File: src/rtl/operand_fetch_pkg.sv
// Shared definitions for the operand fetch stage: widths, RV32I opcodes,
// instruction field positions and a small opcode decoder.
package operand_fetch_pkg;

  localparam int XLEN_DEFAULT = 32;
  localparam int NREG_DEFAULT = 32;
  localparam int REG_IDX_W    = 5;

  localparam logic [6:0] OP_LUI    = 7'b0110111;
  localparam logic [6:0] OP_AUIPC  = 7'b0010111;
  localparam logic [6:0] OP_JAL    = 7'b1101111;
  localparam logic [6:0] OP_JALR   = 7'b1100111;
  localparam logic [6:0] OP_BRANCH = 7'b1100011;
  localparam logic [6:0] OP_LOAD   = 7'b0000011;
  localparam logic [6:0] OP_STORE  = 7'b0100011;
  localparam logic [6:0] OP_IMM    = 7'b0010011;
  localparam logic [6:0] OP_OP     = 7'b0110011;

  localparam int OPCODE_LSB = 0;
  localparam int OPCODE_MSB = 6;
  localparam int RD_LSB     = 7;
  localparam int RD_MSB     = 11;
  localparam int RS1_LSB    = 15;
  localparam int RS1_MSB    = 19;
  localparam int RS2_LSB    = 20;
  localparam int RS2_MSB    = 24;

  typedef struct packed {
    logic writes_rd;
    logic uses_rs1;
    logic uses_rs2;
  } decode_t;

  // Register usage implied by the opcode; unknown opcodes touch nothing.
  function automatic decode_t decode_opcode(input logic [6:0] opcode);
    decode_t d;
    d = '0;
    case (opcode)
      OP_LUI, OP_AUIPC, OP_JAL: d.writes_rd = 1'b1;
      OP_JALR, OP_LOAD, OP_IMM: begin
        d.writes_rd = 1'b1;
        d.uses_rs1  = 1'b1;
      end
      OP_BRANCH, OP_STORE: begin
        d.uses_rs1 = 1'b1;
        d.uses_rs2 = 1'b1;
      end
      OP_OP: begin
        d.writes_rd = 1'b1;
        d.uses_rs1  = 1'b1;
        d.uses_rs2  = 1'b1;
      end
      default: d = '0;
    endcase
    return d;
  endfunction

endpackage

File: src/rtl/of_scoreboard.sv
// Pending-write scoreboard: one bit per architectural register, set when an
// instruction issues downstream, cleared by its writeback. x0 never pends.
module of_scoreboard
  import operand_fetch_pkg::*;
#(
  parameter int NREG = NREG_DEFAULT
) (
  input  logic                 clk,
  input  logic                 rst,
  input  logic                 set_en,
  input  logic [REG_IDX_W-1:0] set_idx,
  input  logic                 clr_en,
  input  logic [REG_IDX_W-1:0] clr_idx,
  input  logic [REG_IDX_W-1:0] lookup_idx1,
  input  logic [REG_IDX_W-1:0] lookup_idx2,
  output logic                 lookup_pend1,
  output logic                 lookup_pend2
);

  logic [NREG-1:0] pending;
  logic [NREG-1:0] pending_next;

  // Clear first, then set, so a same-cycle set of the same register wins.
  always_comb begin
    pending_next = pending;
    if (clr_en) pending_next[clr_idx] = 1'b0;
    if (set_en) pending_next[set_idx] = 1'b1;
    pending_next[0] = 1'b0;
  end

  // Pending vector register, wiped by reset.
  always_ff @(posedge clk or negedge rst) begin
    if (!rst) pending <= '0;
    else      pending <= pending_next;
  end

  assign lookup_pend1 = pending[lookup_idx1];
  assign lookup_pend2 = pending[lookup_idx2];

endmodule

File: src/rtl/operand_fetch.sv
// Operand fetch stage: reads rs1/rs2 from the register file, interlocks RAW
// hazards through a pending scoreboard and registers the instruction with
// its operands for execute.
// Optional feature macro: OPERAND_FETCH_WB_BYPASS_EN enables same-cycle
// forwarding of writeback data and lets a matching writeback lift the stall.
module operand_fetch
  import operand_fetch_pkg::*;
#(
  parameter int XLEN = XLEN_DEFAULT,
  parameter int NREG = NREG_DEFAULT
) (
  input  logic                 clk,
  input  logic                 rst,
  input  logic                 in_valid,
  output logic                 in_ready,
  input  logic [31:0]          in_instr,
  input  logic [XLEN-1:0]      in_pc,
  output logic [REG_IDX_W-1:0] rf_raddr1,
  output logic [REG_IDX_W-1:0] rf_raddr2,
  input  logic [XLEN-1:0]      rf_rdata1,
  input  logic [XLEN-1:0]      rf_rdata2,
  input  logic                 wb_valid,
  input  logic [REG_IDX_W-1:0] wb_rd,
  input  logic [XLEN-1:0]      wb_data,
  input  logic                 flush,
  output logic                 out_valid,
  input  logic                 out_ready,
  output logic [31:0]          out_instr,
  output logic [XLEN-1:0]      out_pc,
  output logic [XLEN-1:0]      out_rs1_val,
  output logic [XLEN-1:0]      out_rs2_val
);

`ifdef OPERAND_FETCH_WB_BYPASS_EN
  localparam logic BYPASS = 1'b1;
`else
  localparam logic BYPASS = 1'b0;
`endif

  logic [REG_IDX_W-1:0] rs1_idx, rs2_idx, out_rd;
  decode_t              in_dec, out_dec;
  logic                 pend1, pend2;
  logic                 wb_hit1, wb_hit2;
  logic                 haz1, haz2;
  logic                 in_fire, out_fire, sb_set;
  logic [XLEN-1:0]      rs1_val, rs2_val;

  assign rs1_idx   = in_instr[RS1_MSB:RS1_LSB];
  assign rs2_idx   = in_instr[RS2_MSB:RS2_LSB];
  assign out_rd    = out_instr[RD_MSB:RD_LSB];
  assign in_dec    = decode_opcode(in_instr[OPCODE_MSB:OPCODE_LSB]);
  assign out_dec   = decode_opcode(out_instr[OPCODE_MSB:OPCODE_LSB]);
  assign rf_raddr1 = rs1_idx;
  assign rf_raddr2 = rs2_idx;
  assign wb_hit1   = wb_valid && (wb_rd == rs1_idx);
  assign wb_hit2   = wb_valid && (wb_rd == rs2_idx);

  of_scoreboard #(.NREG(NREG)) u_scoreboard (
    .clk          (clk),
    .rst          (rst),
    .set_en       (sb_set),
    .set_idx      (out_rd),
    .clr_en       (wb_valid),
    .clr_idx      (wb_rd),
    .lookup_idx1  (rs1_idx),
    .lookup_idx2  (rs2_idx),
    .lookup_pend1 (pend1),
    .lookup_pend2 (pend2)
  );

  // A source stalls if it is still pending downstream or is the destination
  // of the instruction currently parked in the output stage.
  always_comb begin
    haz1 = 1'b0;
    haz2 = 1'b0;
    if (in_dec.uses_rs1 && rs1_idx != '0) begin
      if (pend1 && !(BYPASS && wb_hit1)) haz1 = 1'b1;
      if (out_valid && out_dec.writes_rd && out_rd == rs1_idx) haz1 = 1'b1;
    end
    if (in_dec.uses_rs2 && rs2_idx != '0) begin
      if (pend2 && !(BYPASS && wb_hit2)) haz2 = 1'b1;
      if (out_valid && out_dec.writes_rd && out_rd == rs2_idx) haz2 = 1'b1;
    end
  end

  assign in_ready = !haz1 && !haz2 && (!out_valid || out_ready) && !flush;
  assign in_fire  = in_valid && in_ready;
  assign out_fire = out_valid && out_ready;
  assign sb_set   = out_fire && !flush && out_dec.writes_rd;

  // Operand select: x0 reads zero, otherwise forward writeback or use the RF.
  always_comb begin
    rs1_val = (BYPASS && wb_hit1) ? wb_data : rf_rdata1;
    rs2_val = (BYPASS && wb_hit2) ? wb_data : rf_rdata2;
    if (rs1_idx == '0) rs1_val = '0;
    if (rs2_idx == '0) rs2_val = '0;
  end

  // Output stage: flush kills it, a new fire replaces it, a lone drain empties it.
  always_ff @(posedge clk or negedge rst) begin
    if (!rst) begin
      out_valid   <= 1'b0;
      out_instr   <= '0;
      out_pc      <= '0;
      out_rs1_val <= '0;
      out_rs2_val <= '0;
    end else if (flush) begin
      out_valid <= 1'b0;
    end else if (in_fire) begin
      out_valid   <= 1'b1;
      out_instr   <= in_instr;
      out_pc      <= in_pc;
      out_rs1_val <= rs1_val;
      out_rs2_val <= rs2_val;
    end else if (out_fire) begin
      out_valid <= 1'b0;
    end
  end

endmodule

File: config.mk
export PLATFORM = sky130hd
export DESIGN_NAME = operand_fetch
export DESIGN_NICKNAME = d
export VERILOG_FILES = /design/src/rtl/operand_fetch_pkg.sv /design/src/rtl/of_scoreboard.sv /design/src/rtl/operand_fetch.sv
export SDC_FILE = /design/constraint.sdc
export NUM_CORES = 1
export LEC_CHECK = 0
export BUFFER_PORTS_ARGS = -buffer_cell sky130_fd_sc_hd__clkbuf_2
export CAP_MARGIN = 5
export CORE_ASPECT_RATIO = 0.75
export CORE_MARGIN = 2
export CORE_UTILIZATION = 50
export CTS_CLUSTER_DIAMETER = 150
export DETAILED_ROUTE_END_ITERATION = 6
export PLACE_DENSITY = 0.83
export SYNTH_ARGS = -nofsm -noshare
export SYNTH_HDL_FRONTEND = slang
export SYNTH_SLANG_ARGS = --single-unit
File: constraint.sdc
create_clock -name clk -period 5.3 [get_ports clk]
set_input_delay 0.53 -clock clk [delete_from_list [all_inputs] [get_ports clk]]
set_output_delay 0.53 -clock clk [all_outputs]
set_load 0.02 [all_outputs]
==> impl_metrics.env, run 1 <==
export IMPL_crit_family="compound AO/OA/AOI/OAI gates"
export IMPL_grt_max_degree=102
export IMPL_powerDensity_nw_per_um2=386
export IMPL_cp_buffers_inverters=2
export IMPL_dominantRegCellSynth="dfrtp_1"
export IMPL_crit_required_ps=5590
export IMPL_rsz0062_at_grt="false"
export IMPL_arrival_ps=3600
export IMPL_period_needed_ps=3310
export IMPL_synth_distinct_cells=49
export IMPL_synth_edff_count=0
export IMPL_cp_cell_sequence="clkbuf_2, mux2_2, a221oi_1, a2111oi_2, a211oi_1, a211o_1, nand3_4, buf_12, mux2_1"
export IMPL_netlist_area_leader_share=0.561
export IMPL_wl_per_cell_um=19.9
export IMPL_place_ws_ps=1630
export IMPL_gp_congestion=0.850
export IMPL_first_iter_violations=456
export IMPL_fin_worst_skew_ps=8.27
export IMPL_fin_crit_sh=0.624
export IMPL_grt_antenna_before_repair=0
export IMPL_relSlewSlack=0.391
export IMPL_synth_cells=525
export IMPL_yosysTopAreaCell="dfrtp_1"
export IMPL_track_usage=0.249
export IMPL_dr_pass1_iters=5
export IMPL_final_setup_worst_slack_ps=1990
export IMPL_synthMuxAreaShare=0.157
export IMPL_drv_slew=0
export IMPL_setup_viol=0
export IMPL_ctsLongestPathBuffers=2
export IMPL_final_area_um2=8960
export IMPL_yosys_warnings=0
export IMPL_cts_clk_slew_worst_paths_ps=60
export IMPL_cts_sinks=160
export IMPL_die_h_um=108
export IMPL_place_area_um2=8380
export IMPL_power_leakage_uw=0.00431
export IMPL_syn_avg_cell_area_um2=13.6
export IMPL_gr_total_overflow=0
export IMPL_insertion_delay_ps=410
export IMPL_via_per_inst=5.89
export IMPL_synth_compound_area_frac=0.149
export IMPL_grt_pass1_vias=5678
export IMPL_port_buffers=278
export IMPL_hold_viol=0
export IMPL_status="finished clean"
export IMPL_ant_nets=0
export IMPL_r2r_slack_ps=2190
export IMPL_wl_um=19200
export IMPL_cts_resized=0
export IMPL_synthAdderAreaFrac=0
export IMPL_start_util=0.516
export IMPL_synth_top_family_by_area="multiplexers"
export IMPL_final_setup_tns_ps=0
export IMPL_drc=0
export IMPL_fmax_ghz=0.303
export IMPL_coreArea_um2=13800
export IMPL_vias=5669
export IMPL_yosys_area_share_simple=0.0590
export IMPL_grt_pass1_wl_um=29500
export IMPL_hpwl_um=13600
export IMPL_synth_nets=696
export IMPL_rows=37
export IMPL_vdd_drop_max_mv=0.213
export IMPL_drv_cap=0
export IMPL_cts_setup_buffers=0
export IMPL_slowest_delay_ps=430
export IMPL_final_nets=946
export IMPL_synthArstFlopShare=1.00
export IMPL_synth_xor_area_frac=0.0123
export IMPL_worstSetupPathType="in2reg"
export IMPL_cts_max_level=4
export IMPL_synth_area_um2=7140
export IMPL_slowest_stage="nand3_4"
export IMPL_worstPathMaxFanout=94
export IMPL_post_route_util=0.647
export IMPL_ys_seq_area_frac=0.561
export IMPL_cts_root_buf="clkbuf_16"
export IMPL_ioPinCount=311
export IMPL_numCtsBuffers=17
export IMPL_hp_class="in2async"
export IMPL_worstSetupStartpointType="input port"
export IMPL_drive_above_1_share=0.433
export IMPL_tightestPinTransition_ps=913
export IMPL_crit_path_end_kind="flip-flop"
export IMPL_synth_seq_cells=160
export IMPL_area_growth_pct=25.5
export IMPL_dieArea_um2=15300
export IMPL_cts_tree="done"
export IMPL_synth_area_leaders="dfrtp_1 (56%), a32o_1 (9.0%), mux2_1 (8.8%), o21ai_0 (4.5%), mux2i_1 (2.4%)"
export IMPL_ctsHoldBuffers=0
export IMPL_n_antenna_cell=0
export IMPL_die_width_um=142
## per-layer routing
metal | share of wire | track usage | vias to the layer above
met4 | 0.018 | 0.0914 | 0
met1 | 0.41 | 0.329 | 2838
met5 | 0 | 0 | -
li1 | - | - | 2502
met2 | 0.49 | 0.408 | 295
met3 | 0.075 | 0.0529 | 34
## final cells by class
type,instances,area [µm²]
well taps,175,219
clock buffers,20,447
repair buffers,282,1440
multi-input cells,311,2710
inverters,3,11.3
fillers,1036,4880
flip-flops and latches,160,4000
clock inverters,11,133
## cells by family after synthesis
logic type,Yosys count
AO/OA/AOI/OAI,140
XOR/XNOR,10
buffers and inverters,54
flip-flops,160
multiplexers,92
AND/OR/NAND/NOR,69
## cell usage after synthesis (all sizes together) (2+ instances only)
library cell,n
inv,3
mux4,9
o21ai,64
xnor2,6
nand4b,2
and2,2
clkbuf,14
nand2,11
dfrtp,160
nand3b,12
a32o,64
and3,2
nand3,10
nor3,2
or3,3
mux2,66
or2b,2
a221oi,2
nor2,11
mux2i,17
nor2b,3
buf,37
or3b,4
xor2,4
## through the flow
stage,hold WS (ps),std cells,total power [µW]
2_1_floorplan,234,525,1960
3_3_place_gp,473,931,2240
5_1_grt,271,962,3610
3_5_place_dp,480,931,2280
4_1_cts,240,962,3490
6_report,191,962,3460
## state kept, by name, summed over array words and instances, names as in the netlist
signal	flops
out_pc	32
out_rs2_val	32
out_valid	1
u_scoreboard.pending	31
out_instr	32
out_rs1_val	32
## power by group
group | switching [µW] | internal, µW
sequential | 123 | 1390
clock | 489 | 709
combinational | 453 | 293
## final timing paths
path                                         start         endpoint  depth (start not counted)
max                                   in_instr[21]     out_instr[8]                          9
min                                            rst     out_instr[9]                          1
max reg2reg                u_scoreboard.pending[3]     out_instr[8]                          8
min reg2reg                        out_rs1_val[27]  out_rs1_val[27]                          1
max in group asynchronous                      rst     out_instr[6]                          2
min in group clk                      in_instr[25]    out_instr[25]                          2
## placed cells by master, fill, tap and decap left out, types with 2 or more instances in the layout
cell and count:
a221oi_1 2, a32o_1 64, buf_4 3, bufinv_16 2, clkbuf_1 2, clkbuf_16 17, clkbuf_2 277, clkinv_4 4
clkinvlp_4 2, dfrtp_1 160, inv_1 3, inv_6 2, mux2_1 56, mux2_2 10, mux2i_1 17, mux4_1 2
mux4_2 7, nand2_1 11, nand3_1 9, nand3b_1 12, nand4b_1 2, nor2_1 11, nor2b_1 2, nor3_1 2
o21ai_0 64, or2b_2 2, or3_1 3, or3b_2 4, xnor2_1 6, xor2_1 4
Power figures use the tool's default switching activity.
==> run 2: changes to the inputs <==
--- a/config.mk
+++ b/config.mk
@@ -9,10 +9,10 @@
 export CAP_MARGIN = 5
 export CORE_ASPECT_RATIO = 0.75
 export CORE_MARGIN = 2
-export CORE_UTILIZATION = 50
+export CORE_UTILIZATION = 48
 export CTS_CLUSTER_DIAMETER = 150
 export DETAILED_ROUTE_END_ITERATION = 6
-export PLACE_DENSITY = 0.83
+export PLACE_DENSITY = 0.8
 export SYNTH_ARGS = -nofsm -noshare
 export SYNTH_HDL_FRONTEND = slang
 export SYNTH_SLANG_ARGS = --single-unit
==> constraint.sdc (replaced) <==
create_clock -name clk -period 3.3 [get_ports clk]
set_input_delay 0.33 -clock clk [delete_from_list [all_inputs] [get_ports clk]]
set_output_delay 0.33 -clock clk [all_outputs]
set_load 0.02 [all_outputs]
==> run 2 against run 1 <==
Register-to-register slack got worse by 1600 ps; critical path type is now reg2out; setup slack worse by 1500 ps; hold slack got worse by 140 ps; sequential power rose by 60%; die area is 4.0% higher; cell count rose by 4.0%; final area grew 2.0%; combinational power grew 65%.
==> impl_metrics.env, run 2 (synthesis gave the netlist of run 1 again) <==
export IMPL_via_per_inst=5.69
export IMPL_vias=5687
export IMPL_ctsLongestPathBuffers=2
export IMPL_numCtsBuffers=17
export IMPL_vdd_drop_max_mv=0.444
export IMPL_rsz0062_at_grt="false"
export IMPL_cts_setup_buffers=0
export IMPL_insertion_delay_ps=420
export IMPL_post_route_util=0.631
export IMPL_ioPinCount=311
export IMPL_setup_viol=0
export IMPL_hp_class="in2async"
export IMPL_first_iter_violations=359
export IMPL_fin_crit_sh=0.845
export IMPL_worstPathMaxFanout=4
export IMPL_tightestPinTransition_ps=1050
export IMPL_worstSetupPathType="reg2out"
export IMPL_dieArea_um2=15900
export IMPL_drive_above_1_share=0.445
export IMPL_hold_viol=0
export IMPL_fill_cells=1191
export IMPL_port_buffers=278
export IMPL_drv_cap=0
export IMPL_wl_um=18800
export IMPL_grt_max_degree=116
export IMPL_cts_max_level=4
export IMPL_grt_pass1_wl_um=28300
export IMPL_seq_area_um2=4000
export IMPL_die_h_um=110
export IMPL_power_leakage_uw=0.00440
export IMPL_arrival_ps=2460
export IMPL_fin_worst_skew_ps=9.87
export IMPL_fin_hold_ws_ps=46.0
export IMPL_worstSetupStartpointType="flip-flop"
export IMPL_final_nets=958
export IMPL_grt_antenna_before_repair=0
export IMPL_start_util=0.492
export IMPL_layout_commonest_cell="clkbuf_2"
export IMPL_n_antenna_cell=0
export IMPL_wl_per_cell_um=18.8
export IMPL_relSlewSlack=0.300
export IMPL_final_setup_worst_slack_ps=510
export IMPL_dr_pass1_iters=5
export IMPL_grt_pass1_vias=5457
export IMPL_gp_congestion=0.863
export IMPL_powerDensity_nw_per_um2=610
export IMPL_cts_tree="done"
export IMPL_drv_slew=0
export IMPL_final_cell_mix="clkbuf_2 (277), dfrtp_1 (160), o21ai_0 (64), a32o_1 (64), mux2_1 (56)"
export IMPL_cts_root_buf="clkbuf_16"
export IMPL_gr_total_overflow=0
export IMPL_ctsHoldBuffers=0
export IMPL_cts_clk_slew_worst_paths_ps=70
export IMPL_cts_resized=0
export IMPL_area_growth_pct=28.0
export IMPL_crit_required_ps=2970
export IMPL_hpwl_um=13700
export IMPL_period_needed_ps=2790
export IMPL_status="finished clean"
export IMPL_die_width_um=145
export IMPL_fmax_ghz=0.358
export IMPL_track_usage=0.234
export IMPL_rows=38
export IMPL_drc=0
export IMPL_crit_path_end_kind="output port"
export IMPL_final_setup_tns_ps=0
export IMPL_cts_sinks=160
export IMPL_multi_input_area_um2=2710
export IMPL_coreArea_um2=14500
export IMPL_place_ws_ps=256
export IMPL_ant_nets=0
[run 2: cell count changes in the layout (fill, tap and decap cells not counted)]
| cell | previous run | this run |
|---|---|---|
| buf_12 | 1 | 5 |
| buf_4 | 3 | 11 |
| bufinv_16 | 2 | 1 |
| clkbuf_1 | 2 | 0 |
| clkbuf_8 | 1 | 3 |
| clkinvlp_4 | 2 | 1 |
| inv_6 | 2 | 4 |
| inv_8 | 0 | 1 |
[run 2: area by class of cell]
| class | count | share of cell area |
|---|---|---|
| Sequential cell | 160 | 0.438 |
| Clock buffer | 20 | 0.0510 |
| Multi-Input combinational cell | 311 | 0.296 |
| Timing Repair Buffer | 294 | 0.173 |
| Inverter | 3 | 0.00123 |
| Tap cell | 200 | 0.0274 |
| Clock inverter | 12 | 0.0135 |
[run 2: per-stage QoR]
stage	area [µm²]	instances	total power (µW)
2_1_floorplan	7140	525	3150
3_3_place_gp	8550	968	3650
3_5_place_dp	8550	968	3680
4_1_cts	9150	1000	5630
5_1_grt	9150	1000	5840
6_report	9150	1000	5580
[run 2: report_power, final]
part / total (µW) / internal (µW) / switching, µW
clock: 1940 / 1120 / 826
sequential: 2410 / 2230 / 179
combinational: 1230 / 489 / 738
total: 5580 / 3840 / 1740
[run 2: path summary, 6_finish.rpt]
check                                   startpoint                        to  slack, ps  depth (start not counted)
max                        u_scoreboard.pending[6]                  in_ready        510                          7
min                                            rst  u_scoreboard.pending[31]         50                          1
max reg2reg                u_scoreboard.pending[6]           out_rs1_val[20]        590                          9
min reg2reg                             out_pc[15]                out_pc[15]        490                          1
max in group asynchronous                      rst             out_instr[13]       2440                          2
min in group clk                         in_pc[27]                out_pc[27]        120                          2
[run 2: worst max-delay path: stages (launching register included)]
cell       delay (ps)
dfrtp_1           410
mux4_1            510
inv_1             110
a2111oi_2          90
a211oi_1          290
a211o_1           270
and3_2            200
clkbuf_2          180
[run 2: per-layer routing]
layer	share of wire	wire [µm]	global-route usage
met5	0	0	0
met4	0.017	319	0.0798
met3	0.086	1610	0.0675
met2	0.48	8940	0.370
met1	0.42	7920	0.311
==> run 3: changes to the inputs <==
--- a/config.mk
+++ b/config.mk
@@ -5,11 +5,12 @@
 export SDC_FILE = /design/constraint.sdc
 export NUM_CORES = 1
 export LEC_CHECK = 0
+export ABC_AREA = 1
 export BUFFER_PORTS_ARGS = -buffer_cell sky130_fd_sc_hd__clkbuf_2
 export CAP_MARGIN = 5
 export CORE_ASPECT_RATIO = 0.75
 export CORE_MARGIN = 2
-export CORE_UTILIZATION = 48
+export CORE_UTILIZATION = 50
 export CTS_CLUSTER_DIAMETER = 150
 export DETAILED_ROUTE_END_ITERATION = 6
 export PLACE_DENSITY = 0.8
==> constraint.sdc (replaced) <==
create_clock -name clk -period 2.8 [get_ports clk]
set_input_delay 0.28 -clock clk [delete_from_list [all_inputs] [get_ports clk]]
set_output_delay 0.28 -clock clk [all_outputs]
set_load 0.02 [all_outputs]
==> run 3 against run 2 <==
Sequential power rose by 18%; clock skew is 2.7 ps higher; global-route usage grew 5.0 points; clock-buffer cell count is 1 lower; critical endpoint unchanged; highest routed layer unchanged.
==> impl_metrics.env, run 3 <==
export IMPL_cp_cell_sequence="xnor2_1, nand3_1, nor3_1, nand3b_1, nand2_4, buf_12, and2_1, clkbuf_2"
export IMPL_worstPathMaxFanout=52
export IMPL_period_needed_ps=2580
export IMPL_synth_cells=1047
export IMPL_synthArstFlopShare=1.00
export IMPL_final_cell_mix="nand2_1 (399), clkbuf_2 (276), dfrtp_1 (160)"
export IMPL_gr_total_overflow=0
export IMPL_hold_viol=0
export IMPL_fill_cells=1403
export IMPL_cts_resized=0
export IMPL_synth_distinct_cells=23
export IMPL_coreArea_um2=16000
export IMPL_ys_seq_area_frac=0.493
export IMPL_synth_nets=1218
export IMPL_final_nets=1452
export IMPL_vdd_drop_max_mv=0.459
export IMPL_fin_worst_skew_ps=12.6
export IMPL_synth_seq_cells=160
export IMPL_synth_area_um2=8120
export IMPL_fmax_ghz=0.388
export IMPL_power_frac_clock=0.341
export IMPL_numCtsBuffers=17
export IMPL_grt_pass1_wl_um=38000
export IMPL_relSlewSlack=0.553
export IMPL_cts_max_level=4
export IMPL_stdcell_count=1505
export IMPL_worstSetupPathType="reg2out"
export IMPL_grt_antenna_before_repair=1
export IMPL_drv_cap=0
export IMPL_die_h_um=114
export IMPL_pwr_share_comb=0.233
export IMPL_rsz0062_at_grt="false"
export IMPL_slowest_delay_ps=630
export IMPL_grt_max_degree=112
export IMPL_insertion_delay_ps=440
export IMPL_final_setup_tns_ps=0
export IMPL_vias=8238
export IMPL_cts_sinks=160
export IMPL_hp_class="in2reg"
export IMPL_yosysTopAreaCell="dfrtp_1"
export IMPL_worstSetupStartpointType="flip-flop"
export IMPL_drive_above_1_share=0.258
export IMPL_wl_um=24800
export IMPL_cts_tree="done"
export IMPL_netlist_area_leader_share=0.493
export IMPL_dominantRegCellSynth="dfrtp_1"
export IMPL_wl_per_cell_um=16.4
export IMPL_syn_avg_cell_area_um2=7.76
export IMPL_ioPinCount=311
export IMPL_grt_pass1_vias=7217
export IMPL_ctsLongestPathBuffers=2
export IMPL_via_per_inst=5.47
export IMPL_fin_crit_sh=0.920
export IMPL_status="finished clean"
export IMPL_die_width_um=151
export IMPL_start_util=0.509
export IMPL_ant_nets=0
export IMPL_setup_viol=0
export IMPL_yosys_warnings=0
export IMPL_powerDensity_nw_per_um2=661
export IMPL_synth_area_leaders="dfrtp_1 (49%), nand2_1 (18%), nand4_1 (10%), nand3_1 (5.4%), inv_1 (4.1%)"
export IMPL_p_seq_frac=0.426
export IMPL_hpwl_um=17000
export IMPL_arrival_ps=2300
export IMPL_cts_clk_slew_worst_paths_ps=70
export IMPL_power_leakage_uw=0.00579
export IMPL_drc=0
export IMPL_p_sw_uw=2280
export IMPL_drv_slew=0
export IMPL_tightestPinTransition_ps=671
export IMPL_layout_commonest_cell="nand2_1"
export IMPL_dieArea_um2=17300
export IMPL_yosys_top_cells_count="nand2_1 (400), dfrtp_1 (160), nand4_1 (131)"
export IMPL_dr_pass1_iters=6
export IMPL_crit_required_ps=2520
export IMPL_area_growth_pct=24.1
export IMPL_port_buffers=278
export IMPL_internal_power_uw=4390
export IMPL_track_usage=0.284
export IMPL_slowest_stage="dfrtp_1"
export IMPL_synth_edff_count=0
export IMPL_rows=40
export IMPL_switching_share=0.342
export IMPL_dp_cells=1471
export IMPL_crit_path_end_kind="output port"
export IMPL_yosysMostFrequentCell="nand2_1"
export IMPL_gp_congestion=0.943
export IMPL_first_iter_violations=687
export IMPL_cts_root_buf="clkbuf_16"
[run 3: cell count changes after synthesis, moves of 10 or more]
cell,change
nand2_1,+389
mux2_2,-10
mux2_1,-56
mux2i_1,-17
nand3b_1,-10
buf_2,+16
inv_1,+86
nand4_1,+131
a32o_1,-64
buf_4,+22
nand3_1,+78
[run 3: area by class of cell]
class                      count  area [µm²]  share of cell area
sequential                   160        4000               0.397
multi-input combinational    709        3270               0.324
timing repair buffer         301        1630               0.161
clock buffer                  19         443              0.0439
inverter                      92         345              0.0343
tap                          210         263              0.0261
clock inverter                13         129              0.0128
antenna                        1        2.50            0.000248
[run 3: timing repair]
action | in CTS | in global routing
hold buffers | 1 | 0
hold endpoints to repair | 73 | 0
buffers inserted | 0 | 0
[run 3: worst paths after layout]
check                           depth (start not counted)         endpoint       startpoint  slack [ps]
worst max-delay path                                    8         in_ready     out_instr[9]         220
worst min-delay path                                    3        out_pc[1]         in_pc[1]          80
worst max register to register                          9       out_pc[10]     out_instr[9]         570
worst min register to register                          2  out_rs2_val[27]  out_rs2_val[27]         470
max in group asynchronous                               3  out_rs1_val[12]              rst        1550
min in group asynchronous                               2       out_pc[15]              rst         430
[run 3: logic make-up after synthesis]
kind of cell | share of synthesized area
XOR/XNOR | 0.00863
flip-flops | 0.493
AO/OA/AOI/OAI | 0.0434
AND/OR/NAND/NOR | 0.348
buffers and inverters | 0.106
[run 3: routing by layer]
layer  vias to the layer above  track usage  share of wire
met3                        58       0.0753          0.097
li1                       3895            -              -
met4                         0        0.119          0.030
met2                       441        0.432           0.46
met5                         -            0              0
met1                      3844        0.387           0.41
[run 3: critical path, delay by kind of cell (launching register included)]
kind	cells	cell delay, ps
simple gates	5	690
flops	1	630
xor+xnor	1	170
buf+inv	2	350
[run 3: power groups by stage]
stage          logic [µW]  registers, µW  clock network, µW
6_report             1560           2840               2270
5_1_grt              1700           2870               2390
2_1_floorplan         586           3200                  0
3_3_place_gp         1530           2860                  0
3_5_place_dp         1560           2870                  0
4_1_cts              1560           2830               2290
[run 3: per-stage QoR]
stage	hold slack [ps]	power, µW	util	setup slack [ps]	area (µm²)
6_report	83.5	6670	0.631	224	10100
5_1_grt	76.4	6960	0.631	112	10100
4_1_cts	73.0	6690	0.631	225	10100
3_5_place_dp	347	4430	0.595	446	9500
3_3_place_gp	346	4380	0.595	495	9500
2_1_floorplan	-15.6	3780	-	962	8120
